<file path="config.mk">
export PLATFORM = sky130hd
export DESIGN_NAME = deja_glitch_sweep
export DESIGN_NICKNAME = d
export VERILOG_FILES = /design/src/rtl/deja_glitch_sweep.sv
export SDC_FILE = /design/constraint.sdc
export NUM_CORES = 1
export LEC_CHECK = 0
export ABC_AREA = 0
export CAP_MARGIN = 25
export CORE_MARGIN = 3
export CORE_UTILIZATION = 47
export DETAILED_ROUTE_END_ITERATION = 10
export HOLD_SLACK_MARGIN = 0.03
export PLACE_DENSITY = 0.77
export SETUP_SLACK_MARGIN = 0.05
export SLEW_MARGIN = 10
export SYNTH_ARGS = -nofsm -noshare
export SYNTH_HDL_FRONTEND = slang
export SYNTH_SLANG_ARGS = --single-unit
</file>
<file path="constraint.sdc">
create_clock -name clk_i -period 3.75 [get_ports clk_i]
set_input_delay 0.75 -clock clk_i [delete_from_list [all_inputs] [get_ports clk_i]]
set_output_delay 0.75 -clock clk_i [all_outputs]
set_load 0.01 [all_outputs]
</file>
<file path="src/rtl/deja_glitch_sweep.sv">
// rtl/deja_glitch_sweep.sv - glitch offset sweep sequencer driving a glitch-power register port
//
// Ports:
//   clk_i, rst_i                 clock, synchronous active-high reset
//   start_i, abort_i             begin a sweep from IDLE / cancel an active sweep
//   first_i, last_i, step_i      offset range and increment (step 0 acts as 1)
//   width_i                      glitch width written once per sweep
//   run_len_i, gap_len_i         run-high cycles (0 acts as 1) and idle cycles per attempt
//   m_stb_o, m_we_o, m_adr_o,
//   m_dat_o, m_ack_i             write-only bus master to the glitch-power registers
//   run_o                        glitch-power run strobe
//   busy_o, done_o, err_o        status: active, one-cycle completion pulse, bus timeout
//   cur_o, count_o               current offset, attempts completed (saturating)
//
// Build option: DEJA_SWEEP_TIMEOUT_EN enables the bus-ack timeout (TIMEOUT cycles).

module deja_glitch_sweep #(
  parameter logic [3:0]  ADR_OFS = 4'h0,
  parameter logic [3:0]  ADR_WID = 4'h1,
  parameter int unsigned TIMEOUT = 16
) (
  input  logic       clk_i,
  input  logic       rst_i,
  input  logic       start_i,
  input  logic       abort_i,
  input  logic [7:0] first_i,
  input  logic [7:0] last_i,
  input  logic [7:0] step_i,
  input  logic [7:0] width_i,
  input  logic [7:0] run_len_i,
  input  logic [7:0] gap_len_i,
  output logic       m_stb_o,
  output logic       m_we_o,
  output logic [3:0] m_adr_o,
  output logic [7:0] m_dat_o,
  input  logic       m_ack_i,
  output logic       run_o,
  output logic       busy_o,
  output logic       done_o,
  output logic       err_o,
  output logic [7:0] cur_o,
  output logic [7:0] count_o
);

  typedef enum logic [2:0] {
    IDLE   = 3'd0,
    WR_WID = 3'd1,
    WR_OFS = 3'd2,
    RUN    = 3'd3,
    GAP    = 3'd4,
    NEXT   = 3'd5
  } state_t;

  state_t     state, state_nx;

  logic [7:0] cur_q, count_q, cnt_q;
  logic [7:0] last_q, step_q, width_q, run_len_q, gap_len_q;
  logic       done_q;
  // One dead bus cycle after the width write is acked, so the strobe
  // visibly drops before the offset write begins.
  logic       rest_q;

  logic       stb;
  logic       abort_act;
  logic       timeout_hit;
  logic [7:0] step_eff;
  logic [8:0] next_sum;
  logic       next_end;

  assign stb       = (state == WR_WID) || ((state == WR_OFS) && !rest_q);
  assign abort_act = abort_i && (state != IDLE);
  assign step_eff  = (step_q == 8'd0) ? 8'd1 : step_q;
  // 9-bit sum so a wrap past 255 also ends the sweep.
  assign next_sum  = {1'b0, cur_q} + {1'b0, step_eff};
  assign next_end  = next_sum > {1'b0, last_q};

  always_comb begin
    state_nx = state;
    m_stb_o  = stb;
    m_we_o   = stb;
    m_adr_o  = 4'h0;
    m_dat_o  = 8'h00;
    run_o    = 1'b0;
    case (state)
      IDLE: begin
        if (start_i) state_nx = (first_i > last_i) ? IDLE : WR_WID;
      end
      WR_WID: begin
        m_adr_o = ADR_WID;
        m_dat_o = width_q;
        if (m_ack_i) state_nx = WR_OFS;
      end
      WR_OFS: begin
        m_adr_o = ADR_OFS;
        m_dat_o = cur_q;
        if (stb && m_ack_i) state_nx = RUN;
      end
      RUN: begin
        run_o = 1'b1;
        if (cnt_q == 8'd0) state_nx = (gap_len_q == 8'd0) ? NEXT : GAP;
      end
      GAP: begin
        if (cnt_q == 8'd0) state_nx = NEXT;
      end
      NEXT: begin
        state_nx = next_end ? IDLE : WR_OFS;
      end
      default: state_nx = IDLE;
    endcase
    if (timeout_hit) state_nx = IDLE;
    // Abort wins over whatever the current state was about to complete.
    if (abort_act) state_nx = IDLE;
  end

  always_ff @(posedge clk_i) begin
    if (rst_i) begin
      state     <= IDLE;
      cur_q     <= 8'd0;
      count_q   <= 8'd0;
      cnt_q     <= 8'd0;
      last_q    <= 8'd0;
      step_q    <= 8'd0;
      width_q   <= 8'd0;
      run_len_q <= 8'd0;
      gap_len_q <= 8'd0;
      done_q    <= 1'b0;
      rest_q    <= 1'b0;
    end else begin
      state  <= state_nx;
      done_q <= 1'b0;
      if (abort_act) begin
        rest_q <= 1'b0;
      end else begin
        case (state)
          IDLE: begin
            rest_q <= 1'b0;
            if (start_i) begin
              cur_q     <= first_i;
              count_q   <= 8'd0;
              last_q    <= last_i;
              step_q    <= step_i;
              width_q   <= width_i;
              run_len_q <= run_len_i;
              gap_len_q <= gap_len_i;
              done_q    <= (first_i > last_i);
            end
          end
          WR_WID: begin
            if (m_ack_i) rest_q <= 1'b1;
          end
          WR_OFS: begin
            rest_q <= 1'b0;
            if (stb && m_ack_i)
              cnt_q <= (run_len_q == 8'd0) ? 8'd0 : run_len_q - 8'd1;
          end
          RUN: begin
            if (cnt_q == 8'd0) begin
              if (count_q != 8'hFF) count_q <= count_q + 8'd1;
              cnt_q <= gap_len_q - 8'd1;
            end else begin
              cnt_q <= cnt_q - 8'd1;
            end
          end
          GAP: begin
            cnt_q <= cnt_q - 8'd1;
          end
          NEXT: begin
            if (next_end) done_q <= 1'b1;
            else          cur_q  <= next_sum[7:0];
          end
          default: rest_q <= 1'b0;
        endcase
      end
    end
  end

`ifdef DEJA_SWEEP_TIMEOUT_EN
  logic [15:0] to_cnt;
  logic        err_q;

  assign timeout_hit = stb && !m_ack_i && (to_cnt == 16'(TIMEOUT - 1));

  always_ff @(posedge clk_i) begin
    if (rst_i) begin
      to_cnt <= 16'd0;
      err_q  <= 1'b0;
    end else begin
      if (stb && !m_ack_i && !abort_act && !timeout_hit) to_cnt <= to_cnt + 16'd1;
      else                                               to_cnt <= 16'd0;
      if ((state == IDLE) && start_i)   err_q <= 1'b0;
      else if (timeout_hit && !abort_act) err_q <= 1'b1;
    end
  end

  assign err_o = err_q;
`else
  assign timeout_hit = 1'b0;
  assign err_o       = 1'b0;
`endif

  assign busy_o  = (state != IDLE);
  assign done_o  = done_q;
  assign cur_o   = cur_q;
  assign count_o = count_q;

endmodule

</file>
Yosys cells after proc, flatten, opt, wreduce, memory -nomap -nowiden

Cells that the tools add are included.
Widths: inputs -> output; s select.

Flip-flop bits (word level): 69
Output and inout bits: 34

Eq/ne operators: 13
$lt $le $gt $ge: 2
Add/subtract/negate cells: 5
Bitwise gates (word level): 2
Reductions and logical operators: 22
Multiplexer cells: 29

Operators by type and width:

| kind                | count |
|---|---|
| $mux 8              | 9 |
| $pmux 8 s2          | 3 |
| $logic_not 8->1     | 4 |
| $pmux 8 s3          | 1 |
| $sub 8x1->8 const B | 3 |
| $pmux 3 s6          | 1 |
| $mux 3              | 5 |
| $ne 2x2->1 const B  | 6 |
| $reduce_and 5->1    | 2 |
| $add 8x8->9         | 1 |
| $gt 9x8->1          | 1 |
| $add 8x1->8 const B | 1 |
| $gt 8x8->1          | 1 |
| $ne 8x8->1 const B  | 1 |
| $mux 1              | 7 |
| $eq 3x2->1 const B  | 2 |
| $eq 3x3->1 const B  | 2 |
| $reduce_and 3->1    | 2 |
| $reduce_bool 3->1   | 2 |
| $pmux 1 s2          | 2 |
| $reduce_and 4->1    | 1 |
| $reduce_bool 2->1   | 2 |
| $eq 3x1->1 const B  | 1 |
| $logic_and 1x1->1   | 3 |
| other kinds (9)     | 10 |

Depth between registers and ports, before layout

Gate-level depths: netlist of the first run.

Depth after elaboration: 6
Depth in mapped cells: 16
Gate-level depth less buffers: 15

Worst setup path after synthesis of the first run

OpenSTA, ideal clock, no wires.

Path type: flip-flop to flip-flop
From: reg step_q[1]
To: reg cur_q[4] (netlist: cur_o[4])
Setup time: 0.139 ns
Buffers on the path: 1
Path slack: 0.114 ns
Data required time: 3.611 ns
Clock period less this slack: 3.636 ns
Stages on the path, launching flop included: 16
Arrival: 3.497 ns
Path through: dfxtp_1 > nor3_1 > a21o_1 > ha_1 > fa_1 > a211oi_1 > o21bai_1 > a21oi_1 > xnor2_1 > ha_1 > and3_1 > a221oi_1 > o2111ai_1 > clkbuf_1 > a221oi_1 > a311oi_1

Longest elaborated chain between the ends: 6
Elaborated cells between the ends (all ways): 8
Those cells by class: add/sub: 1; order compare: 1; eq/ne: 1; mux: 3; reduce/logical: 2

Ends and longest elaborated chain:

| element                    | RTL line | text |
|---|---|---|
| from (decl)                | 57       | `logic [7:0] last_q, step_q, width_q, run_len_q, gap_len_q;` |
| from (signal assigned)     | 141      | `step_q <= step_i;` |
| $logic_not 8->1            | 72       | `assign step_eff = (step_q == 8'd0) ? 8'd1 : step_q;` |
| $mux 8 (*)                 | 72       |  |
| $add 8x8->9 (*)            | 74       | `assign next_sum = {1'b0, cur_q} + {1'b0, step_eff};` |
| $gt 9x8->1                 | 75       | `assign next_end = next_sum > {1'b0, last_q};` |
| $ne 2x2->1 (no line)       | --       |  |
| $reduce_and 4->1 (no line) | --       |  |
| to (signal assigned)       | 138      | `cur_q <= first_i;` |
| to (signal assigned)       | 169      | `else cur_q <= next_sum[7:0];` |
| to (decl)                  | 56       | `logic [7:0] cur_q, count_q, cnt_q;` |

Every way passes the cells marked *; elsewhere a longest branch is shown, timed or not. The select of a mux whose other input is x is not followed.
A chain may end at the register's enable or synchronous reset.

Worst setup path after layout of the first run

From: reg step_q[5]
To: reg cur_q[2] (netlist: cur_o[2])

Same word-level chain as after synthesis.

==> flow_metrics.py, run 1 <==
metrics = {
    "clock_network": {
        "numCtsBuffers": 9,
        "clk_path_buf_depth": 2,
        "clk_transition_reported_paths_ns": 0.08,
        "cts-root-buf": "clkbuf_8",
        "insertion_delay_ns": 0.35,
        "clock_sinks": 69,
        "ctsHoldBuffers": 0,
        "cts_max_level": 3,
        "cts_tree": "done",
    },
    "finish": {
        "antennaDiodeCount": 0,
        "final-instance-count-excl-fill": 746,
        "final_layout_size_suffix_gt1_share_pct": 6.86,
        "finish.net_count": 718,
        "area_growth_pct": 26.1,
        "finalInstanceArea_um2": 5310,
    },
    "global_routing": {
        "globalRouteOverflowTotal": 0,
        "grt_pass1_vias": 3912,
        "grt_start_max_net_pins": 35,
        "grt_usage_pct": 23.2,
        "grt_first_pass_wirelength_mm": 19.1,
        "antenna_found_initial": 0,
    },
    "yosys": {
        "number_of_different_library_cells_in_the_post_synthesis_netlist": 57,
        "synthesis.area_per_instance_um2": 7.45,
        "asyncSetResetFlopFracSynth_pct": 0,
        "synth-seq-cells": 69,
        "ys_warn_count": 0,
        "ys_top_cells_by_area": "dfxtp_1, nand2_1, ha_1",
        "synth_seq_area_share_pct": 32.8,
        "synth_area_leader_cell": "dfxtp_1",
        "synth_enable_flop_cells": 0,
        "netlist_area_um2": 4220,
        "synthFlopType": "dfxtp_1",
        "synthCells": 566,
        "yosys.area.top_type_share_pct": 32.8,
    },
    "floorplan": {
        "die_width_um": 101,
        "die_area_um2": 10100,
        "ios": 87,
        "floorplan.core_area_um2": 8460,
        "start_util_pct": 49.8,
        "floorplan.rows": 33,
        "dieHeight_um": 101,
    },
    "routing": {
        "first_pass_iters": 6,
        "wl_per_cell_um": 15.9,
        "antenna_violating_nets_post_route": 0,
        "detailedRoute.firstIterationViolations": 279,
        "drt_drc_violations_left": 0,
        "routed-via-count": 4297,
        "drt-vias-per-instance": 5.76,
        "finalWirelength_mm": 11.8,
    },
    "critical_path": {
        "r2r_slack_ns": 0.19,
        "critical_path_class": "flop to flop",
        "timing.critical_path.arrival_ns": 3.83,
        "critical_path_required_ns": 4.03,
        "end_kind": "flop",
        "crit_path_max_fanout": 15,
        "length_in_cells_of_the_worst_reg_to_reg_path": 15,
        "startpoint_type": "flop",
    },
    "pwr": {
        "pwr-share-seq_pct": 31.3,
        "cell_internal_pwr_mw": 1.91,
        "vdd_ir_drop_max_mv": 0.303,
        "power_leakage_nw": 2.18,
        "comb_power_share_pct": 52.3,
        "switching_share_pct": 43.3,
        "power_mw": 3.37,
        "pwr_density_cell_nw_per_um2": 634,
        "pwr-share-clk_pct": 16.3,
        "power.switching_mw": 1.46,
    },
    "sta": {
        "report.final.slew_viol_count": 0,
        "hold_violations": 0,
        "worst_pin_slew_ns": 0.820,
        "max_clock_freq_ghz": 0.281,
        "postLayoutSetupSlackWorst_ns": 0.195,
        "final.min_clock_period_ns": 3.56,
        "final_min_period_over_clock_period_pct": 94.8,
        "largest_clock_skew_in_the_final_design_ns": 0.0173,
        "timing.slew.headroom_pct": 45.2,
        "final_report_setup_violation_count": 0,
    },
    "run": {
        "max-cap-violations": 0,
    },
    "place": {
        "port-buffer-count": 82,
        "postPlaceCellArea_um2": 5080,
        "placedCellCount": 728,
        "worst_setup_slack_before_clock_tree_synthesis_ns": -0.0746,
        "gpl.final_weighted_congestion": 0.900,
        "place.detailed.hpwl_mm": 8.70,
    },
    "min_path": {
        "worstHoldPathCells": 2,
        "hold_class": "flop to flop",
    },
    "status": {
        "status": "finished, final reports clean",
    },
}
## worst max-delay path: stages, from the launching register on
cell,delay (ns)
dfxtp_1,0.37
nor4_1,0.08
a21o_1,0.17
ha_1,0.23
fa_2,0.38
a211oi_2,0.22
o21bai_1,0.11
a21oi_1,0.20
xnor2_1,0.18
ha_1,0.28
a21o_1,0.19
a221oi_2,0.29
o2111ai_1,0.15
buf_6,0.18
a211o_1,0.31
a21oi_1,0.13
## repair_timing
action | 4_1_cts | 5_1_grt
endpoints found under the setup margin | 7 | 7
pin swaps | 0 | 3
resized for setup | 3 | 7
buffers inserted | 0 | 2
## power by group through the flow
stage | clock network, mW | registers [mW] | logic [mW]
final | 0.550 | 1.06 | 1.76
after global routing | 0.589 | 1.07 | 1.96
after CTS | 0.556 | 1.05 | 1.71
after detailed placement | 0 | 1.06 | 1.66
after global placement | 0 | 1.05 | 1.63
after floorplan | 0 | 1.01 | 1.17
## logic make-up after synthesis
group	after synthesis	synth area share [%]
XOR/XNOR	23	4.78
AO/OA/AOI/OAI	144	21.4
multiplexers	4	0.950
adder cells (fa/ha/maj)	29	8.79
flip-flops	69	32.8
AND/OR/NAND/NOR	227	24.7
buffers and inverters	69	6.59
other	1	0.0890
## final cells by class
type / instances / area, um2
sequential: 69 / 1390
clock inverter: 6 / 38.8
timing repair buffer: 93 / 902
tap: 105 / 131
fill: 745 / 3150
multi-input combinational: 431 / 2600
inverter: 32 / 120
clock buffer: 10 / 138
## final timing paths
check / startpoint / to
max: step_q[5]$_SDFFE_PP0P_ / cur_o[2]$_SDFFE_PP0P_
min: width_q[7]$_SDFFE_PP0P_ / width_q[7]$_SDFFE_PP0P_
max reg2reg: step_q[5]$_SDFFE_PP0P_ / cur_o[2]$_SDFFE_PP0P_
min reg2reg: width_q[7]$_SDFFE_PP0P_ / width_q[7]$_SDFFE_PP0P_
## routing by layer
layer	vias up	part of all wire, %	global-route usage (%)
met5	-	0	0
met2	175	46	36.6
met3	24	7.0	4.78
li1	2108	-	-
met4	0	1.7	6.22
met1	1990	45	32.3
## cells in the final DEF (no fill, tap or decap), types with 5 or more instances in the layout
| master | Yosys | layout |
|---|---|---|
| nor2_1 | 52 | 52 |
| nand2_1 | 104 | 104 |
| dfxtp_1 | 69 | 66 |
| ha_1 | 28 | 28 |
| a211oi_1 | 7 | 5 |
| a22oi_1 | 9 | 9 |
| a311oi_1 | 6 | 6 |
| xor2_1 | 13 | 13 |
| xnor2_1 | 10 | 10 |
| o21ai_0 | 19 | 19 |
| inv_1 | 31 | 31 |
| buf_4 | 5 | 10 |
| clkdlybuf4s50_1 | 0 | 81 |
| nor2b_1 | 8 | 8 |
| a21oi_1 | 67 | 67 |
| a21o_1 | 6 | 6 |
| clkbuf_8 | 0 | 10 |
| and3_1 | 7 | 7 |
| nor3_1 | 15 | 15 |
| nand3_1 | 9 | 9 |
## flip-flops by register name (all words and copies together) (netlist names)
register	count
cnt_q	8
count_o	8
cur_o	8
gap_len_q	8
last_q	8
run_len_q	8
step_q	8
width_q	8
state	3
done_o	1
rest_q	1
## synth_stat cells (all sizes together) (2+ instances only)
library cell and n:
dfxtp 69, o21ai 20, nor2b 8, o32ai 3
a32oi 2, xnor2 10, a31oi 2, a22oi 9
a221oi 6, or3 5, buf 5, a311oi 6
nor3b 4, a21o 6, o22ai 2, nand3b 3
o221ai 2, nand3 9, clkbuf 32, xor2 13
nand2b 3, a21oi 67, nor4 3, and3 7
nand4 5, nor2 52, nand2 104, mux2i 4
ha 28, inv 31, nor4b 2, a211oi 7
or3b 2, nor3 15, o31ai 2
## through the flow
step	hold slack, ns	utilization (%)	TNS [ns]
2_1_floorplan	0.436	-	0
3_3_place_gp	0.444	60.1	0
3_5_place_dp	0.448	60.1	-0.0853
4_1_cts	0.458	62.4	0
5_1_grt	0.478	62.8	-0.0385
6_report	0.457	62.8	0
Power figures use the tool's default switching activity.
==> run 2: changes to the inputs <==
--- a/config.mk
+++ b/config.mk
@@ -9,8 +9,8 @@
 export CAP_MARGIN = 25
 export CORE_MARGIN = 3
-export CORE_UTILIZATION = 47
+export CORE_UTILIZATION = 52
 export DETAILED_ROUTE_END_ITERATION = 10
 export HOLD_SLACK_MARGIN = 0.03
-export PLACE_DENSITY = 0.77
+export PLACE_DENSITY = 0.81
 export SETUP_SLACK_MARGIN = 0.05
 export SLEW_MARGIN = 10
==> constraint.sdc (replaced) <==
create_clock -name clk_i -period 3.3 [get_ports clk_i]
set_input_delay 0.33 -clock clk_i [delete_from_list [all_inputs] [get_ports clk_i]]
set_output_delay 0.33 -clock clk_i [all_outputs]
set_load 0.01 [all_outputs]
==> flow_metrics.py, run 2 (synthesis results as in run 1) <==
metrics = {
    "status": {
        "status": "finished with violations",
        "violations_in_the_final_reports": "setup timing",
    },
    "global_routing": {
        "grt_start_max_net_pins": 44,
        "globalRouteOverflowTotal": 0,
        "grt_pass1_vias": 4183,
        "grt_usage_pct": 27.4,
        "grt_first_pass_wirelength_mm": 19.7,
        "antenna_found_initial": 0,
    },
    "place": {
        "gpl.final_weighted_congestion": 0.912,
        "port-buffer-count": 82,
        "placedCellCount": 742,
        "postPlaceCellArea_um2": 5240,
        "place.detailed.hpwl_mm": 8.98,
    },
    "clock_network": {
        "cts_tree": "done",
        "ctsHoldBuffers": 0,
        "insertion_delay_ns": 0.34,
        "cts_max_level": 3,
        "cts-root-buf": "clkbuf_8",
        "clk_path_buf_depth": 2,
        "clk_transition_reported_paths_ns": 0.07,
        "clock_sinks": 69,
        "numCtsBuffers": 9,
    },
    "finish": {
        "layout_common_cells": "nand2_1, clkdlybuf4s50_1, a21oi_1",
        "finalInstanceArea_um2": 5600,
        "final-instance-count-excl-fill": 761,
        "finish.net_count": 738,
        "layout_commonest_cell": "nand2_1",
        "area_growth_pct": 32.9,
        "final_layout_size_suffix_gt1_share_pct": 12.6,
        "antennaDiodeCount": 0,
    },
    "sta": {
        "worst_pin_slew_ns": 0.913,
        "postLayoutSetupSlackWorst_ns": -0.190,
        "timing.slew.headroom_pct": 38.6,
        "rsz_0062_raised_after_global_routing": "true",
        "largest_clock_skew_in_the_final_design_ns": 0.0100,
        "hold_violations": 0,
        "report.final.slew_viol_count": 0,
        "final.min_clock_period_ns": 3.49,
        "final_min_period_over_clock_period_pct": 106,
        "final_report_setup_violation_count": 9,
        "max_clock_freq_ghz": 0.287,
    },
    "critical_path": {
        "crit_path_max_fanout": 5,
        "r2r_slack_ns": -0.19,
        "critical_path_required_ns": 3.49,
        "path_cells": "nor3_2, a21o_1, ha_2, fa_2, a211oi_2, o21bai_1, a21oi_2, xnor2_1, ha_1, a21o_1, a221oi_4, o2111ai_4, a221oi_2, a311oi_2",
        "crit_path_frequent_cell": "a21o_1",
        "timing.critical_path.arrival_ns": 3.69,
        "length_in_cells_of_the_worst_reg_to_reg_path": 14,
        "critical_path.reg2reg.startpoint": "step_q[2]$_SDFFE_PP0P_",
        "reg_to_reg_endpoint": "cur_o[5]$_SDFFE_PP0P_",
        "startpoint_type": "flop",
        "cp_slowest_cell": "a221oi_4",
        "critical-path-max-stage-delay_ns": 0.42,
        "critical_path_class": "flop to flop",
        "end_kind": "flop",
    },
    "pwr": {
        "vdd_ir_drop_max_mv": 0.540,
        "comb_power_share_pct": 58.5,
        "switching_share_pct": 42.9,
        "pwr-share-clk_pct": 14.3,
        "cell_internal_pwr_mw": 2.46,
        "pwr_density_cell_nw_per_um2": 770,
        "pwr-share-seq_pct": 27.2,
        "power_leakage_nw": 2.29,
        "power.switching_mw": 1.85,
    },
    "routing": {
        "drt-vias-per-instance": 5.81,
        "antenna_violating_nets_post_route": 0,
        "detailedRoute.firstIterationViolations": 206,
        "finalWirelength_mm": 12.4,
        "routed-via-count": 4419,
        "drt_drc_violations_left": 0,
        "first_pass_iters": 5,
        "wl_per_cell_um": 16.2,
    },
    "run": {
        "max-cap-violations": 0,
    },
    "floorplan": {
        "die_area_um2": 9220,
        "die_width_um": 96.0,
        "floorplan.core_area_um2": 7810,
        "dieHeight_um": 96.0,
        "start_util_pct": 54.0,
        "floorplan.rows": 32,
        "ios": 87,
    },
    "min_path": {
        "holdPathEnd": "last_q[1]$_SDFFE_PP0P_",
        "worstHoldPathCells": 2,
        "hold_class": "flop to flop",
        "worst_hold_startpoint": "last_q[1]$_SDFFE_PP0P_",
    },
}
==> run 2: critical path: cells and delay by family, from the launching register on <==
| kind | cells | cell delay [ns] |
|---|---|---|
| simple gates | 1 | 0.04 |
| xor+xnor | 1 | 0.16 |
| fa+ha+maj | 3 | 0.84 |
| compound gates | 9 | 1.94 |
| flops | 1 | 0.34 |
==> run 2: final cells by class <==
class	count	area, um2
Clock inverter	2	10.0
Timing Repair Buffer	112	1050
Clock buffer	12	155
Multi-Input combinational cell	432	2750
Fill cell	618	2200
Inverter	32	120
Sequential cell	69	1390
Tap cell	102	128
==> run 2: power by group through the flow <==
stage                     Sequential (mW)  Combinational [mW]  Clock [mW]
final                                1.17                2.53       0.617
after global placement               1.17                2.04           0
after detailed placement             1.17                2.12           0
after CTS                            1.16                2.40       0.628
after global routing                 1.19                2.76       0.662
after floorplan                      1.15                1.41           0
==> run 2: per-stage QoR <==
stage	power (mW)	hold WS [ns]	setup slack [ns]	TNS [ns]	utilization [%]
2_1_floorplan	2.55	0.436	0.0312	0	-
3_3_place_gp	3.21	0.445	-0.115	-0.712	67.1
3_5_place_dp	3.30	0.447	-0.312	-1.95	67.1
4_1_cts	4.19	0.456	-0.156	-1.03	71.1
5_1_grt	4.61	0.481	-0.384	-3.12	71.8
6_report	4.32	0.458	-0.190	-1.23	71.8
==> run 2: worst max-delay path by stage <==
stage / start / endpoint / slack [ns] / cells after the start
final: step_q[2]$_SDFFE_PP0P_ / cur_o[5]$_SDFFE_PP0P_ / -0.19 / 14
after global routing: step_q[4]$_SDFFE_PP0P_ / cur_o[3]$_SDFFE_PP0P_ / -0.38 / 14
after CTS: step_q[3]$_SDFFE_PP0P_ / cur_o[5]$_SDFFE_PP0P_ / -0.16 / 14
after detailed placement: step_q[2]$_SDFFE_PP0P_ / cur_o[3]$_SDFFE_PP0P_ / -0.31 / 14
after global placement: step_q[2]$_SDFFE_PP0P_ / cur_o[5]$_SDFFE_PP0P_ / -0.12 / 14
after floorplan: step_q[1]$_SDFFE_PP0P_ / cur_o[4]$_SDFFE_PP0P_ / 0.03 / 15
==> run 2: timing repair <==
item                       CTS  global route
gates resized for setup     21             8
cloned                       1             0
setup endpoints to repair    8            10
pin swaps                   23            20
setup buffers                2             2
==> run 2: per-layer routing <==
metal / routed length, um / global-route usage (%) / vias to the layer above / part of all wire (%)
li1: - / - / 2151 / -
met2: 5850 / 45.4 / 212 / 47
met3: 898 / 4.69 / 37 / 7.3
met5: 0 / 0 / - / 0
met1: 5210 / 35.0 / 2019 / 42
met4: 404 / 11.6 / 0 / 3.3
==> run 3: changes to the inputs <==
CORE_MARGIN = default   (was 3)
==> flow_metrics.py, run 3 (synthesis results as in run 1) <==
metrics = {
    "sta": {
        "fin_worst_hold_slack_ns": 0.458,
        "timing.slew.headroom_pct": 46.6,
        "max_clock_freq_ghz": 0.290,
        "report.final.slew_viol_count": 0,
        "worst_pin_slew_ns": 0.799,
        "final_report_setup_violation_count": 8,
        "largest_clock_skew_in_the_final_design_ns": 0.00788,
        "hold_violations": 0,
        "final.min_clock_period_ns": 3.45,
        "postLayoutSetupSlackWorst_ns": -0.148,
        "finalSetupTns_ns": -1.06,
        "final_min_period_over_clock_period_pct": 104,
        "rsz_0062_raised_after_global_routing": "true",
    },
    "place": {
        "port-buffer-count": 82,
        "gpl.final_weighted_congestion": 0.929,
        "place.detailed.hpwl_mm": 8.89,
        "placedCellCount": 746,
    },
    "critical_path": {
        "crit_path_max_fanout": 6,
        "critical_path_required_ns": 3.50,
        "startpoint_type": "flop",
        "cp_slowest_cell": "nor4_2",
        "wp_buf_inv": 2,
        "end_kind": "flop",
        "critical_path.reg2reg.startpoint": "step_q[4]$_SDFFE_PP0P_",
        "critical_path.top_delay_family": "compound AO/OA/AOI/OAI gates",
        "timing.critical_path.arrival_ns": 3.65,
        "reg_to_reg_endpoint": "cur_o[3]$_SDFFE_PP0P_",
        "r2r_slack_ns": -0.15,
        "length_in_cells_of_the_worst_reg_to_reg_path": 15,
        "critical-path-max-stage-delay_ns": 0.34,
        "critical_path_class": "flop to flop",
        "path_cells": "nor4_2, a21o_1, ha_2, buf_4, a211oi_1, nor2_1, mux2i_1, nand2_1, ha_1, and3_4, a221oi_4, o2111ai_2, buf_6, a221oi_2, a311oi_1",
    },
    "floorplan": {
        "ios": 87,
        "die_width_um": 92.0,
        "dieHeight_um": 92.0,
        "start_util_pct": 54.3,
        "floorplan.rows": 32,
        "floorplan.core_area_um2": 7770,
        "die_area_um2": 8470,
    },
    "finish": {
        "filler_cell_count": 653,
        "antennaDiodeCount": 0,
        "layout_common_cells": "nand2_1, clkdlybuf4s50_1, a21oi_1",
        "area_growth_pct": 31.3,
        "layout_commonest_cell": "nand2_1",
        "finish.net_count": 741,
        "final_util_pct": 71.3,
        "final-instance-count-excl-fill": 763,
        "final_layout_size_suffix_gt1_share_pct": 11.8,
    },
    "routing": {
        "wl_met1_mm": 5.48,
        "met2RoutedLength_mm": 5.80,
        "first_pass_iters": 5,
        "drt_drc_violations_left": 0,
        "highest-signal-layer": "met4",
        "wl_per_cell_um": 15.9,
        "drt-vias-per-instance": 5.68,
        "routed-via-count": 4334,
        "met3WireLength_um": 620,
        "finalWirelength_mm": 12.1,
        "antenna_violating_nets_post_route": 0,
        "detailedRoute.firstIterationViolations": 230,
    },
    "pwr": {
        "vdd_ir_drop_max_mv": 0.383,
        "power_mw": 4.16,
        "power_leakage_nw": 2.29,
        "pwr_density_cell_nw_per_um2": 752,
    },
    "clock_network": {
        "cts_max_level": 3,
        "clock_sinks": 69,
        "numCtsBuffers": 9,
        "ctsHoldBuffers": 0,
        "cts-root-buf": "clkbuf_8",
        "cts_tree": "done",
        "clk_transition_reported_paths_ns": 0.07,
        "insertion_delay_ns": 0.35,
        "clk_path_buf_depth": 2,
    },
    "min_path": {
        "worstHoldPathCells": 2,
        "worst_hold_startpoint": "last_q[3]$_SDFFE_PP0P_",
        "holdPathEnd": "last_q[3]$_SDFFE_PP0P_",
        "hold_class": "flop to flop",
    },
    "status": {
        "status": "finished with violations",
        "violations_in_the_final_reports": "setup timing",
    },
    "global_routing": {
        "grt_pass1_vias": 4070,
        "grt_start_max_net_pins": 44,
        "globalRouteOverflowTotal": 0,
        "antenna_found_initial": 0,
        "grt_usage_pct": 29.8,
        "grt_first_pass_wirelength_mm": 19.9,
    },
    "run": {
        "max-cap-violations": 0,
    },
}
[run 3: cell types whose count changed in the layout (fill, tap and decap cells not counted), sizes merged]
cell	delta
clkbuf	-2
o2111ai	-1
buf	+4
clkinv	+1
[run 3: final cells by class]
cell class | count | area, um2 | share of cell area [%]
Timing Repair Buffer | 116 | 1080 | 19.5
Tap cell | 102 | 128 | 2.31
Clock buffer | 10 | 138 | 2.49
Multi-Input combinational cell | 431 | 2670 | 48.2
Inverter | 32 | 120 | 2.17
Clock inverter | 3 | 15.0 | 0.271
Sequential cell | 69 | 1390 | 25.1
[run 3: tightest hold or removal path, cell delays in order, from the launching register on]
cell     delay, ns
dfxtp_1       0.31
nand2_1       0.05
a21oi_1       0.05
[run 3: worst max-delay path by stage]
stage                                 from  cells after the start  slack [ns]               endpoint
global placement    step_q[4]$_SDFFE_PP0P_                     15       -0.09  cur_o[5]$_SDFFE_PP0P_
detailed placement  step_q[4]$_SDFFE_PP0P_                     14       -0.22  cur_o[3]$_SDFFE_PP0P_
finish              step_q[4]$_SDFFE_PP0P_                     15       -0.15  cur_o[3]$_SDFFE_PP0P_
CTS                 step_q[5]$_SDFFE_PP0P_                     15       -0.15  cur_o[1]$_SDFFE_PP0P_
floorplan           step_q[1]$_SDFFE_PP0P_                     15        0.03  cur_o[4]$_SDFFE_PP0P_
global route        step_q[6]$_SDFFE_PP0P_                     16       -0.35  cur_o[6]$_SDFFE_PP0P_
[run 3: stage by stage]
step	setup slack, ns	instance area, um2
2_1_floorplan	0.0312	4270
3_3_place_gp	-0.0855	5270
3_5_place_dp	-0.217	5270
4_1_cts	-0.146	5500
5_1_grt	-0.348	5540
6_report	-0.148	5540
[run 3: power by group]
group | switching [mW] | internal, mW | leakage [nW]
registers | 0.166 | 0.992 | 0.567
clock network | 0.308 | 0.277 | 0.0836
logic | 1.28 | 1.15 | 1.64
[run 3: layer usage]
metal	vias up	global-route usage (%)
met5	-	0
met4	0	11.3
met3	21	4.06
met2	153	49.9
met1	2014	38.6
li1	2146	-
[run 3: what timing repair did]
action,in CTS,in global routing
pin swaps,20,6
endpoints found under the setup margin,8,10
resized for setup,14,4
setup buffers,3,1
